### config.mk
export PLATFORM = sky130hd
export DESIGN_NAME = serial_para
export DESIGN_NICKNAME = d
export VERILOG_FILES = /design/src/rtl/serial_para.sv
export SDC_FILE = /design/constraint.sdc
export NUM_CORES = 1
export LEC_CHECK = 0
export BUFFER_PORTS_ARGS = -buffer_cell sky130_fd_sc_hd__buf_2
export CAP_MARGIN = 25
export CORE_ASPECT_RATIO = 1.1
export CORE_MARGIN = 5
export CORE_UTILIZATION = 45
export CTS_CLUSTER_DIAMETER = 50
export DETAILED_ROUTE_END_ITERATION = 8
export PLACE_DENSITY = 0.71
export RECOVER_POWER = 25
export SETUP_SLACK_MARGIN = 0.05
export SLEW_MARGIN = 15
export SYNTH_ARGS = -nofsm -noshare
export SYNTH_HDL_FRONTEND = slang
export SYNTH_SLANG_ARGS = --single-unit
### constraint.sdc
create_clock -name clock -period 2.1 [get_ports clock]
set_input_delay 0.105 -clock clock [delete_from_list [all_inputs] [get_ports clock]]
set_output_delay 0.105 -clock clock [all_outputs]
set_load 0.02 [all_outputs]
### src/rtl/serial_para.sv
// -----------------------------------------------------------------------------
// serial_para
//
// Serial-to-parallel deserializer. Collects eight consecutive WIDTH-bit serial
// coefficient words into an eight-lane frame and presents that frame on a held
// output bank with a valid/ready handshake. The first word of a frame lands on
// lane 7 and the eighth on lane 0, matching the team's 8-lane parallel-to-serial
// converter on the transmit side.
//
// When the eighth word arrives while the bank still holds an unconsumed frame,
// the completed frame parks in the collection buffer (pending). in_ready drops
// until the bank can take it, so nothing is ever dropped or overwritten.
//
// Ports:
//   clock          system clock, rising-edge active
//   reset          synchronous active-high reset, overrides every other event
//   input_serial   serial coefficient word
//   in_valid       input_serial carries a word this cycle
//   in_ready       block can accept a word (registered state only)
//   output_para_N  parallel frame lanes 0..7, held between loads
//   out_valid      output bank holds an unconsumed frame
//   out_ready      downstream consumes the frame this cycle
//   fill_count     words in the collection buffer (0..8)
// -----------------------------------------------------------------------------
module serial_para #(
  parameter int WIDTH = 18
) (
  input  logic             clock,
  input  logic             reset,
  input  logic [WIDTH-1:0] input_serial,
  input  logic             in_valid,
  output logic             in_ready,
  output logic [WIDTH-1:0] output_para_0,
  output logic [WIDTH-1:0] output_para_1,
  output logic [WIDTH-1:0] output_para_2,
  output logic [WIDTH-1:0] output_para_3,
  output logic [WIDTH-1:0] output_para_4,
  output logic [WIDTH-1:0] output_para_5,
  output logic [WIDTH-1:0] output_para_6,
  output logic [WIDTH-1:0] output_para_7,
  output logic             out_valid,
  input  logic             out_ready,
  output logic [3:0]       fill_count
);

  localparam int LANES = 8;

  // Collection buffer. Entries 7..1 are filled by words 0..6 of a frame;
  // entry 0 is only written when the eighth word has to wait for the bank.
  logic [WIDTH-1:0] coll_reg  [LANES];
  logic [WIDTH-1:0] coll_next [LANES];

  // Output bank, one register per lane.
  logic [WIDTH-1:0] bank_reg  [LANES];
  logic [WIDTH-1:0] bank_next [LANES];

  // Frame as it would look if the eighth word goes straight to the bank.
  logic [WIDTH-1:0] frame_direct [LANES];

  logic [2:0] cnt_reg, cnt_next;
  logic       pending_reg, pending_next;
  logic       out_valid_reg, out_valid_next;

  // Handshake terms.
  logic accept;
  logic out_fire;
  logic bank_free;
  logic last_word;
  logic load_direct;   // eighth word plus coll[7:1] go straight to the bank
  logic load_pending;  // parked frame moves from collection buffer to bank
  logic go_pending;    // eighth word arrives but the bank is still occupied
  logic load_any;

  // in_ready depends on the pending register alone, so there is no
  // combinational path from in_valid or out_ready back to in_ready.
  assign in_ready  = !pending_reg;
  assign accept    = in_valid && in_ready;
  assign out_fire  = out_valid_reg && out_ready;
  assign bank_free = !out_valid_reg || out_ready;
  assign last_word = (cnt_reg == 3'd7);

  // accept and pending_reg are mutually exclusive, so the two load sources
  // never collide.
  assign load_direct  = accept && last_word && bank_free;
  assign go_pending   = accept && last_word && !bank_free;
  assign load_pending = pending_reg && bank_free;
  assign load_any     = load_direct || load_pending;

  // ---------------------------------------------------------------------------
  // Per-lane next-state logic
  // ---------------------------------------------------------------------------
  generate
    for (genvar gi = 0; gi < LANES; gi++) begin : g_lane
      if (gi == 0) begin : g_lane0
        // Lane 0 always receives the eighth word: directly from the input
        // or, if it had to wait, from the dedicated holding register.
        assign frame_direct[gi] = input_serial;
        assign coll_next[gi]    = go_pending ? input_serial : coll_reg[gi];
      end else begin : g_lane_n
        // Word k of a frame (k = 0..6) belongs in collection entry 7-k.
        assign frame_direct[gi] = coll_reg[gi];
        assign coll_next[gi]    = (accept && (cnt_reg == 3'(LANES - 1 - gi)))
                                  ? input_serial : coll_reg[gi];
      end

      // The bank only changes on a load; otherwise it holds, which also
      // keeps it stable while out_valid=1 and out_ready=0.
      assign bank_next[gi] = load_pending ? coll_reg[gi]
                           : load_direct  ? frame_direct[gi]
                           : bank_reg[gi];
    end
  endgenerate

  // ---------------------------------------------------------------------------
  // Control next-state logic
  // ---------------------------------------------------------------------------
  always_comb begin
    cnt_next       = cnt_reg;
    pending_next   = pending_reg;
    out_valid_next = out_valid_reg;

    // Word counter wraps 7 -> 0 naturally on the eighth accept.
    if (accept) begin
      cnt_next = cnt_reg + 3'd1;
    end

    if (go_pending) begin
      pending_next = 1'b1;
    end else if (load_pending) begin
      pending_next = 1'b0;
    end

    // A load in the same cycle as out_fire keeps out_valid high, so the new
    // frame replaces the consumed one without a gap or duplicate.
    if (load_any) begin
      out_valid_next = 1'b1;
    end else if (out_fire) begin
      out_valid_next = 1'b0;
    end
  end

  // ---------------------------------------------------------------------------
  // State registers
  // ---------------------------------------------------------------------------
  always_ff @(posedge clock) begin
    if (reset) begin
      cnt_reg       <= 3'd0;
      pending_reg   <= 1'b0;
      out_valid_reg <= 1'b0;
      for (int i = 0; i < LANES; i++) begin
        coll_reg[i] <= '0;
        bank_reg[i] <= '0;
      end
    end else begin
      cnt_reg       <= cnt_next;
      pending_reg   <= pending_next;
      out_valid_reg <= out_valid_next;
      for (int i = 0; i < LANES; i++) begin
        coll_reg[i] <= coll_next[i];
        bank_reg[i] <= bank_next[i];
      end
    end
  end

  // ---------------------------------------------------------------------------
  // Outputs
  // ---------------------------------------------------------------------------
  assign out_valid  = out_valid_reg;
  assign fill_count = pending_reg ? 4'd8 : {1'b0, cnt_reg};

  assign output_para_0 = bank_reg[0];
  assign output_para_1 = bank_reg[1];
  assign output_para_2 = bank_reg[2];
  assign output_para_3 = bank_reg[3];
  assign output_para_4 = bank_reg[4];
  assign output_para_5 = bank_reg[5];
  assign output_para_6 = bank_reg[6];
  assign output_para_7 = bank_reg[7];

endmodule
==> results of run 1 <==
final cells by class:
type | instances | share of cell area
clock buffers | 48 | 0.0713
well taps | 310 | 0.0291
repair buffers | 222 | 0.0950
inverters | 22 | 0.00620
flip-flops and latches | 293 | 0.441
clock inverters | 7 | 0.00686
multi-input cells | 902 | 0.351
report_power, final:
| part | switching [mW] | internal [mW] |
|---|---|---|
| clock | 2.15 | 3.33 |
| sequential | 0.0405 | 5.63 |
| combinational | 0.384 | 0.163 |
cell families after synthesis:
family	count (synthesis)	synth area share
XOR/XNOR	1	0.000777
AO/OA/AOI/OAI	418	0.200
flip-flops	293	0.521
AND/OR/NAND/NOR	458	0.187
adder cells (fa/ha/maj)	6	0.00666
buffers and inverters	171	0.0686
multiplexers	19	0.0169
per-stage QoR:
step           std cells  total power, mW
5_1_grt             1804             12.1
2_1_floorplan       1366             6.12
4_1_cts             1804             11.8
6_report            1804             11.7
3_3_place_gp        1732             6.30
3_5_place_dp        1732             6.31
cells in the final DEF (no fill, tap or decap), types with 7 or more instances in the layout:
cell type / netlist / final
sky130_fd_sc_hd__a2111oi_1: 7 / 7
sky130_fd_sc_hd__a2111oi_2: 9 / 9
sky130_fd_sc_hd__a21oi_1: 272 / 271
sky130_fd_sc_hd__buf_12: 0 / 9
sky130_fd_sc_hd__buf_2: 48 / 60
sky130_fd_sc_hd__buf_4: 9 / 25
sky130_fd_sc_hd__clkbuf_1: 80 / 116
sky130_fd_sc_hd__clkbuf_16: 0 / 31
sky130_fd_sc_hd__clkbuf_8: 0 / 12
sky130_fd_sc_hd__dfxtp_1: 293 / 293
sky130_fd_sc_hd__dlygate4sd3_1: 0 / 17
sky130_fd_sc_hd__inv_1: 21 / 21
sky130_fd_sc_hd__mux2i_1: 19 / 19
sky130_fd_sc_hd__nand2_1: 252 / 252
sky130_fd_sc_hd__nand2b_1: 37 / 36
sky130_fd_sc_hd__nand3_1: 126 / 126
sky130_fd_sc_hd__nor3_1: 19 / 19
sky130_fd_sc_hd__o21ai_0: 126 / 126
worst min path at each step:
stage	to	slack (ns)	cells past startpoint	from
floorplan	coll_reg[0][18]	0.44	2	coll_reg[0][18]
global route	coll_reg[0][32]	0.02	3	input_serial[14]
CTS	coll_reg[0][68]	0.005	3	input_serial[14]
finish	coll_reg[0][68]	0.03	3	input_serial[14]
detailed placement	coll_reg[0][28]	0.45	2	coll_reg[0][28]
global placement	coll_reg[0][69]	0.44	2	coll_reg[0][69]
per-layer routing:
layer / up-vias / global-route usage / part of all wire
met5: - / 0 / 0
met4: 0 / 0.0697 / 0.029
met3: 68 / 0.0334 / 0.061
met2: 371 / 0.369 / 0.48
met1: 4789 / 0.304 / 0.43
li1: 4837 / - / -
tightest hold or removal path, cell delays in order:
cell	delay, ns
sky130_fd_sc_hd__buf_2	0.25
sky130_fd_sc_hd__nand2_1	0.11
sky130_fd_sc_hd__a21oi_1	0.05
==> reports/qor.txt, run 1 <==
RUN
---------------------------------------------------------------------------------
Number of max-cap violations                                                    0

GLOBAL ROUTING
---------------------------------------------------------------------------------
Maximum number of pins on one net before global-route repair                   96
Antenna violations before repair                                                0
First-pass GRT wire length                                                52.2 mm
Total grt overflow                                                              0
Overall routing resource usage                                              0.223
Number of global-route vias before repair                                   9,495

SETUP PATH
---------------------------------------------------------------------------------
Worst Setup EP                                                       bank_reg[0][30]
Register-to-Register Path Depth                                                 6
Capturing point of the worst reg2reg path                            bank_reg[0][30]
Register-to-register setup slack                                          0.14 ns
Largest fanout on the critical path                                            53
Cell seen most often among critical-path stages                      sky130_fd_sc_hd__ha_1
Endpoint type of the worst setup path                                        flop
Critical path arrival                                                     2.41 ns
Worst-path cell chain                                                ha_1 -> ha_1 -> a21o_4 -> buf_12 -> nand3_1 -> a21oi_1
CP Launch Point                                                        cnt_reg[0]
Launching element type of the critical path                                  flop
Dominant delay contributor by cell family on the critical path       compound AO/OA/AOI/OAI gates
Worst path depth                                                                6
Highest cell delay on the worst timing path                               0.40 ns
Worst reg2reg startpoint                                               cnt_reg[0]
CP max stage cell                                                    sky130_fd_sc_hd__dfxtp_1
Number of buffers and inverters on the critical path                            1
Critical path start-end classification                               flop to flop
CP required                                                               2.55 ns

CTS
---------------------------------------------------------------------------------
Quantity of gates resized following cts                                         0
H-tree depth                                                                    1
Number of buffers added by the clock tree synthesis step                       30
Clock slew seen by the registers of the worst setup and hold paths        0.06 ns
TritonCTS clock tree                                                        built
Cell chosen for the clock root                                       sky130_fd_sc_hd__clkbuf_16
Post-CTS repair timing setup buffer count                                       0
Total number of clock tree sinks                                              293
Worst skew pair latency                                                   0.54 ns
Maximum number of buffers from clock root to sink                               3
Count of hold-fix buffers inserted at cts                                      17

LAYOUT
---------------------------------------------------------------------------------
Reg area                                                              0.00587 mm²
Fin area                                                               0.0133 mm²
NumNets Final                                                               1,499
Area of the multi-input gates                                         0.00467 mm²
Antenna cell count                                                              0
Fill cell instance count of the final layout                                2,350
Layout-stage area growth over the synthesis result                          18.1%
Fraction of layout instances using a drive strength above 1                 0.110
Post-route core utilization                                                 0.542

ROUTING
---------------------------------------------------------------------------------
Post-Route WL                                                             33.0 mm
Remaining DRCs                                                                  0
Pre-antenna DRT Iters                                                           5
Routed via count                                                           10,100
Initial DRC count                                                             945
Post-detailed-route via-to-cell ratio                                        5.58
Routed wire per std cell                                                  18.3 µm
Antenna Violating Nets Remaining                                                0

TIMING
---------------------------------------------------------------------------------
Measured slew at the worst slew-check pin                                0.648 ns
Total negative slack for setup checks                                        0 ns
Setup Viol. Count Final                                                         0
Worst Hold Slack                                                        0.0303 ns
Period utilisation layout                                                   0.934
Max-slew violation count                                                        0
Worst Setup Slack, final                                                 0.138 ns
Unrepaired setup endpoints after global routing                             false
Relative slew slack                                                         0.568
Skew final                                                             0.00850 ns
Maximum operating frequency                                             0.510 GHz
Clock period minus worst slack                                            1.96 ns
Number of endpoints with negative hold slack in the final report                0

SYNTHESIS
---------------------------------------------------------------------------------
Portion of synthesized cell area occupied by the leading cell type          0.521
Netlist Area Pre-Place                                                 0.0113 mm²
Post-synth ARST share                                                           0
Leading cell type by number of instances after synthesis             sky130_fd_sc_hd__dfxtp_1
Distinct cell type count after synthesis                                       35
Mean post-synth cell area                                                8.25 µm²
Number of instances in the synthesized netlist                              1,366
YS warnings                                                                     0
Nets in the synthesized netlist                                             1,394
Main synth FF type                                                   sky130_fd_sc_hd__dfxtp_1
Ranking of synthesized cells by area                                 sky130_fd_sc_hd__dfxtp_1 52%, sky130_fd_sc_hd__a21oi_1 12%, sky130_fd_sc_hd__nand2_1 8.4%
Number of flip-flops and latches in the synthesized netlist                   293
Cell types with the highest counts after synthesis                   293 x sky130_fd_sc_hd__dfxtp_1, 272 x sky130_fd_sc_hd__a21oi_1, 252 x sky130_fd_sc_hd__nand2_1
Area leader, netlist                                                 sky130_fd_sc_hd__dfxtp_1
Sequential fraction of the synthesis area                                   0.521
Number of enable flip-flop cells after synthesis                                0

FLOORPLANNING
---------------------------------------------------------------------------------
Area of the core                                                       0.0245 mm²
Die extent in x                                                            161 µm
I/O pin total                                                                 172
Starting density of the core                                                0.459
Die Area                                                               0.0283 mm²
Row cnt                                                                        60
Vert. Die Dim                                                              176 µm

PLACE
---------------------------------------------------------------------------------
Place WS                                                                 0.245 ns
Routability congestion estimate                                             0.781
Buffers on Ports                                                              171
Detailed placer's ending HPWL                                             19.8 mm
DP Area                                                                0.0122 mm²

POWER
---------------------------------------------------------------------------------
Power density over the cells                                           879 mW/mm²
Total leakage power                                                       4.55 nW
Peak supply drop                                                           658 µV

OUTCOME
---------------------------------------------------------------------------------
Result of the run                                                       completed

WORST HOLD PATH
---------------------------------------------------------------------------------
Min-delay worst type                                                 input pin to flop

No activity file was read; power rests on OpenSTA's default activity.
==> inputs of run 2 (changes only) <==
--- a/config.mk
+++ b/config.mk
@@ -5,14 +5,14 @@
 export SDC_FILE = /design/constraint.sdc
 export NUM_CORES = 1
 export LEC_CHECK = 0
-export BUFFER_PORTS_ARGS = -buffer_cell sky130_fd_sc_hd__buf_2
+export BUFFER_PORTS_ARGS = -buffer_cell sky130_fd_sc_hd__buf_4
 export CAP_MARGIN = 25
 export CORE_ASPECT_RATIO = 1.1
 export CORE_MARGIN = 5
-export CORE_UTILIZATION = 45
+export CORE_UTILIZATION = 56
 export CTS_CLUSTER_DIAMETER = 50
 export DETAILED_ROUTE_END_ITERATION = 8
-export PLACE_DENSITY = 0.71
+export PLACE_DENSITY = 0.84
 export RECOVER_POWER = 25
 export SETUP_SLACK_MARGIN = 0.05
 export SLEW_MARGIN = 15
==> run 2 against run 1 <==
Against the previous run:
- critical path depth shrank 2
- combinational power is essentially flat
- non-clock buffer count shrank 3
- maximum frequency grew 0.93%
- clock skew grew 0.0013 ns
- cell area grew 0.25%
- utilization grew 13 points
- die area shrank 19%
- count of clock-buffer cells in the layout shrank 9
- via count grew 3.0%
- flip-flop and latch count is the same
- total power shrank 0.12%
- critical path type unchanged
- critical endpoint is now coll_reg[1][46]
- largest power group unchanged
==> reports/qor.txt, run 2 (synthesis results as in run 1) <==
ROUTING
---------------------------------------------------------------------------------
Routed via count                                                           10,400
Pre-antenna DRT Iters                                                           5
Antenna Violating Nets Remaining                                                0
Initial DRC count                                                           1,156
Post-detailed-route via-to-cell ratio                                        5.95
Remaining DRCs                                                                  0
Post-Route WL                                                             33.4 mm
Routed wire per std cell                                                  19.2 µm

CTS
---------------------------------------------------------------------------------
Worst skew pair latency                                                   0.55 ns
Cell chosen for the clock root                                       sky130_fd_sc_hd__clkbuf_16
TritonCTS clock tree                                                        built
Total number of clock tree sinks                                              293
H-tree depth                                                                    1
Clock slew seen by the registers of the worst setup and hold paths        0.06 ns
Maximum number of buffers from clock root to sink                               3
Number of buffers added by the clock tree synthesis step                       29

GLOBAL ROUTING
---------------------------------------------------------------------------------
First-pass GRT wire length                                                51.8 mm
Total grt overflow                                                              0
Antenna violations before repair                                                1
Maximum number of pins on one net before global-route repair                  101
Number of global-route vias before repair                                   9,540
Overall routing resource usage                                              0.269

POWER
---------------------------------------------------------------------------------
P_sw                                                                      2.61 mW
Sw Ratio                                                                    0.223
Power density over the cells                                           876 mW/mm²
Clk network pwr share                                                       0.468
Relative contribution of combinational cells to total power                 0.047
Sequential cell fraction of total power                                     0.485
Internal power contribution                                               9.08 mW
Total leakage power                                                       4.55 nW
Peak supply drop                                                           654 µV
Total power                                                               11.7 mW

WORST HOLD PATH
---------------------------------------------------------------------------------
Min-delay worst type                                                 input pin to flop
Startpoint of the tightest hold check path                              out_ready

PLACE
---------------------------------------------------------------------------------
Detailed placer's ending HPWL                                             19.1 mm
Buffers on Ports                                                              171
Routability congestion estimate                                             0.787

SETUP PATH
---------------------------------------------------------------------------------
Critical path arrival                                                     2.35 ns
Endpoint type of the worst setup path                                        flop
CP required                                                               2.51 ns
Largest fanout on the critical path                                            18
Worst reg2reg startpoint                                              pending_reg
Critical path start-end classification                               flop to flop
Launching element type of the critical path                                  flop
CP Launch Point                                                       pending_reg

TIMING
---------------------------------------------------------------------------------
Maximum operating frequency                                             0.515 GHz
Period utilisation layout                                                   0.925
Unrepaired setup endpoints after global routing                              true
Setup Viol. Count Final                                                         0
Relative slew slack                                                         0.469
Skew final                                                             0.00982 ns
Number of endpoints with negative hold slack in the final report                0
Max-slew violation count                                                        0
Clock period minus worst slack                                            1.94 ns
Measured slew at the worst slew-check pin                                0.792 ns
Total negative slack for setup checks                                        0 ns

RUN
---------------------------------------------------------------------------------
Number of max-cap violations                                                    0

FLOORPLANNING
---------------------------------------------------------------------------------
Row cnt                                                                        54
Die extent in x                                                            145 µm
I/O pin total                                                                 172
Area of the core                                                       0.0198 mm²
Die Area                                                               0.0231 mm²
Starting density of the core                                                0.569
Vert. Die Dim                                                              159 µm

LAYOUT
---------------------------------------------------------------------------------
Layout-stage area growth over the synthesis result                          18.4%
NumNets Final                                                               1,496
Most frequent cells in the layout                                    293 x sky130_fd_sc_hd__dfxtp_1, 271 x sky130_fd_sc_hd__a21oi_1, 252 x sky130_fd_sc_hd__nand2_1
Commonest non-fill, non-tap cell in the layout                       sky130_fd_sc_hd__dfxtp_1
Fraction of layout instances using a drive strength above 1                 0.109

OUTCOME
---------------------------------------------------------------------------------
Result of the run                                                       completed

run 2: cell types whose count changed in the layout (fill, tap and decap cells not counted), moves of 2 or more:
cell and delta:
sky130_fd_sc_hd__clkbuf_1 -3, sky130_fd_sc_hd__buf_2 -60, sky130_fd_sc_hd__inv_6 +2, sky130_fd_sc_hd__buf_4 +57
sky130_fd_sc_hd__clkinv_2 +3, sky130_fd_sc_hd__clkbuf_8 -4, sky130_fd_sc_hd__bufinv_16 +2, sky130_fd_sc_hd__clkbuf_16 -2
run 2: area by class of cell:
class	instances	area (µm²)
Antenna cell	1	2.50
Clock buffer	39	833
Clock inverter	14	185
Fill cell	1664	6450
Inverter	22	82.6
Multi-Input combinational cell	903	4680
Sequential cell	293	5870
Tap cell	252	315
Timing Repair Buffer	219	1380
run 2: worst paths after layout:
| check | end | slack (ns) | cells after the start |
|---|---|---|---|
| worst max-delay path | coll_reg[1][46] | 0.16 | 4 |
| worst max register to register | coll_reg[1][46] | 0.16 | 4 |
| worst min-delay path | bank_reg[0][6] | 0.01 | 4 |
| worst min register to register | coll_reg[1][66] | 0.45 | 2 |
run 2: critical path: stages, from the launching register on:
cell and delay [ns]:
sky130_fd_sc_hd__dfxtp_1 0.44, sky130_fd_sc_hd__buf_4 0.24, sky130_fd_sc_hd__nand4bb_1 0.71, sky130_fd_sc_hd__nand2_1 0.31, sky130_fd_sc_hd__a21oi_1 0.11
run 2: power groups by stage:
stage / Combinational (mW) / Clock (mW) / Sequential, mW
final: 0.549 / 5.46 / 5.67
after CTS: 0.536 / 5.51 / 5.67
after global routing: 0.586 / 5.74 / 5.68
after floorplan: 0.338 / 0 / 5.79
after global placement: 0.498 / 0 / 5.79
after detailed placement: 0.508 / 0 / 5.80
run 2: per-layer routing:
| metal | vias up | track usage | wire [µm] |
|---|---|---|---|
| met5 | - | 0 | 0 |
| met4 | 0 | 0.137 | 1830 |
| met3 | 122 | 0.0533 | 2660 |
| met2 | 519 | 0.430 | 15700 |
| met1 | 4887 | 0.347 | 13200 |
| li1 | 4837 | - | - |
run 2: metrics by stage:
step	util	setup WS [ns]	instances	hold slack, ns	cell area [µm²]
after global placement	0.634	0.277	1670	0.442	12500
after detailed placement	0.634	0.171	1670	0.447	12500
after CTS	0.694	0.160	1741	0.000279	13700
after global routing	0.674	0.0439	1743	0.0262	13300
after floorplan	-	0.382	1366	0.437	11300
final	0.674	0.157	1743	0.0103	13300
run 2: what timing repair did:
| item | 4_1_cts | 5_1_grt |
|---|---|---|
| hold buffers | 18 | 0 |
| setup endpoints to repair | 0 | 13 |
| hold endpoints to repair | 162 | 0 |
| setup buffers | 0 | 0 |
| gates resized for setup | 0 | 0 |
==> inputs of run 3 (changes only) <==
--- a/config.mk
+++ b/config.mk
@@ -12,6 +12,7 @@
 export CORE_UTILIZATION = 56
 export CTS_CLUSTER_DIAMETER = 50
 export DETAILED_ROUTE_END_ITERATION = 8
+export MAX_ROUTING_LAYER = met4
 export PLACE_DENSITY = 0.84
 export RECOVER_POWER = 25
 export SETUP_SLACK_MARGIN = 0.05
==> run 3 against run 2 <==
Against the previous run:
- final cell count is the same
- hold slack lost 0.00083 ns
- global-route usage grew 0.81 points
- clock power is essentially flat
- die area is the same
- maximum frequency shrank 0.99%
- sequential power is essentially flat
==> reports/qor.txt, run 3 (synthesis results as in run 1) <==
SETUP PATH
---------------------------------------------------------------------------------
Register-to-Register Path Depth                                                 4
Critical path arrival                                                     2.36 ns
Capturing point of the worst reg2reg path                            coll_reg[1][46]
CP required                                                               2.50 ns
Largest fanout on the critical path                                            18
Launching element type of the critical path                                  flop
Worst reg2reg startpoint                                              pending_reg
Endpoint type of the worst setup path                                        flop
Critical path start-end classification                               flop to flop
Register-to-register setup slack                                          0.14 ns

LAYOUT
---------------------------------------------------------------------------------
Most frequent cells in the layout                                    293 x sky130_fd_sc_hd__dfxtp_1, 271 x sky130_fd_sc_hd__a21oi_1, 252 x sky130_fd_sc_hd__nand2_1
Fin area                                                               0.0133 mm²
Fraction of layout instances using a drive strength above 1                 0.109
NumNets Final                                                               1,496
Post-route core utilization                                                 0.674
Final Instance Count excl. Fillers                                          1,743
Layout-stage area growth over the synthesis result                          18.4%
Commonest non-fill, non-tap cell in the layout                       sky130_fd_sc_hd__dfxtp_1

FLOORPLANNING
---------------------------------------------------------------------------------
I/O pin total                                                                 172
Starting density of the core                                                0.569
Area of the core                                                       0.0198 mm²
Die extent in x                                                            145 µm
Vert. Die Dim                                                              159 µm
Die Area                                                               0.0231 mm²
Row cnt                                                                        54

CTS
---------------------------------------------------------------------------------
TritonCTS clock tree                                                        built
Clock slew seen by the registers of the worst setup and hold paths        0.06 ns
Quantity of gates resized following cts                                         0
Cell chosen for the clock root                                       sky130_fd_sc_hd__clkbuf_16
Worst skew pair latency                                                   0.55 ns
Number of buffers added by the clock tree synthesis step                       29
Post-CTS repair timing setup buffer count                                       0
H-tree depth                                                                    1
Maximum number of buffers from clock root to sink                               3
Total number of clock tree sinks                                              293

ROUTING
---------------------------------------------------------------------------------
Antenna Violating Nets Remaining                                                0
Post-Route WL                                                             33.3 mm
Routed wire per std cell                                                  19.1 µm
Post-detailed-route via-to-cell ratio                                        5.94
Initial DRC count                                                           1,151
Remaining DRCs                                                                  0
Pre-antenna DRT Iters                                                           7
Routed via count                                                           10,400

GLOBAL ROUTING
---------------------------------------------------------------------------------
Antenna violations before repair                                                1
Total grt overflow                                                              0
Overall routing resource usage                                              0.277
First-pass GRT wire length                                                51.8 mm
Number of global-route vias before repair                                   9,514
Maximum number of pins on one net before global-route repair                  101

WORST HOLD PATH
---------------------------------------------------------------------------------
Min-delay worst type                                                 input pin to flop
Worst hold path endpoint                                             bank_reg[0][7]
Worst hold path depth                                                           4
Startpoint of the tightest hold check path                              out_ready

RUN
---------------------------------------------------------------------------------
Number of max-cap violations                                                    0

TIMING
---------------------------------------------------------------------------------
Unrepaired setup endpoints after global routing                              true
Clock period minus worst slack                                            1.96 ns
Skew final                                                              0.0153 ns
Relative slew slack                                                         0.462
Maximum operating frequency                                             0.509 GHz
Worst Setup Slack, final                                                 0.137 ns
Max-slew violation count                                                        0
Period utilisation layout                                                   0.935
Total negative slack for setup checks                                        0 ns
Number of endpoints with negative hold slack in the final report                0
Setup Viol. Count Final                                                         0
Measured slew at the worst slew-check pin                                0.802 ns

POWER
---------------------------------------------------------------------------------
Total leakage power                                                       4.55 nW
Relative contribution of combinational cells to total power                 0.047
P_sw                                                                      2.60 mW
Power density over the cells                                           875 mW/mm²
Peak supply drop                                                           649 µV
Sw Ratio                                                                    0.223
Internal power contribution                                               9.08 mW
Clk network pwr share                                                       0.467
Sequential cell fraction of total power                                     0.486

PLACE
---------------------------------------------------------------------------------
Place WS                                                                 0.171 ns
DP Area                                                                0.0125 mm²
Routability congestion estimate                                             0.798
Placed cell count                                                           1,670
Detailed placer's ending HPWL                                             19.1 mm
Buffers on Ports                                                              171

OUTCOME
---------------------------------------------------------------------------------
Result of the run                                                       completed

[run 3: cell counts in the layout (fill, tap and decap cells not counted)]
Identical to the previous run, type by type.
[run 3: worst max-delay path by stage]
stage	from	endpoint	slack (ns)	depth (start not counted)
after floorplan	cnt_reg[0]	bank_reg[0][63]	0.38	7
after global placement	pending_reg	coll_reg[1][50]	0.28	4
after detailed placement	cnt_reg[0]	bank_reg[0][0]	0.17	5
after CTS	cnt_reg[0]	bank_reg[0][57]	0.16	6
after global routing	pending_reg	coll_reg[1][46]	0.04	4
final	pending_reg	coll_reg[1][46]	0.14	4
[run 3: repair_timing]
item	CTS	global route
hold buffers	18	0
endpoints found under the hold margin	162	0
setup endpoints to repair	0	12
[run 3: final cells by class]
type                       instances  area, µm²
fill                            1664       6450
sequential                       293       5870
timing repair buffer             219       1380
inverter                          22       82.6
multi-input combinational        903       4680
tap                              252        315
clock buffer                      39        833
clock inverter                    14        185
antenna                            1       2.50
[run 3: per-stage QoR]
| step | total power, mW | hold slack, ns |
|---|---|---|
| after global routing | 12.0 | 0.0262 |
| after floorplan | 6.12 | 0.437 |
| after global placement | 6.29 | 0.442 |
| after CTS | 11.7 | 0.000279 |
| final | 11.7 | 0.00944 |
| after detailed placement | 6.30 | 0.447 |
[run 3: routing by layer]
metal / vias to the layer above / track usage / part of all wire
li1: 4842 / - / -
met1: 4842 / 0.349 / 0.38
met2: 542 / 0.429 / 0.47
met3: 129 / 0.0522 / 0.088
met4: 0 / 0.137 / 0.053
met5: - / - / 0
[run 3: power by group through the flow]
| stage | sequential (mW) | combinational, mW | clock, mW |
|---|---|---|---|
| after floorplan | 5.79 | 0.338 | 0 |
| after global placement | 5.79 | 0.498 | 0 |
| after detailed placement | 5.80 | 0.508 | 0 |
| after CTS | 5.67 | 0.536 | 5.51 |
| after global routing | 5.68 | 0.586 | 5.74 |
| final | 5.67 | 0.548 | 5.46 |
[run 3: worst max-delay path, cell delays in order (launching register included)]
cell and delay [ns]:
sky130_fd_sc_hd__dfxtp_1 0.44, sky130_fd_sc_hd__buf_4 0.24, sky130_fd_sc_hd__nand4bb_1 0.71, sky130_fd_sc_hd__nand2_1 0.31
sky130_fd_sc_hd__a21oi_1 0.11
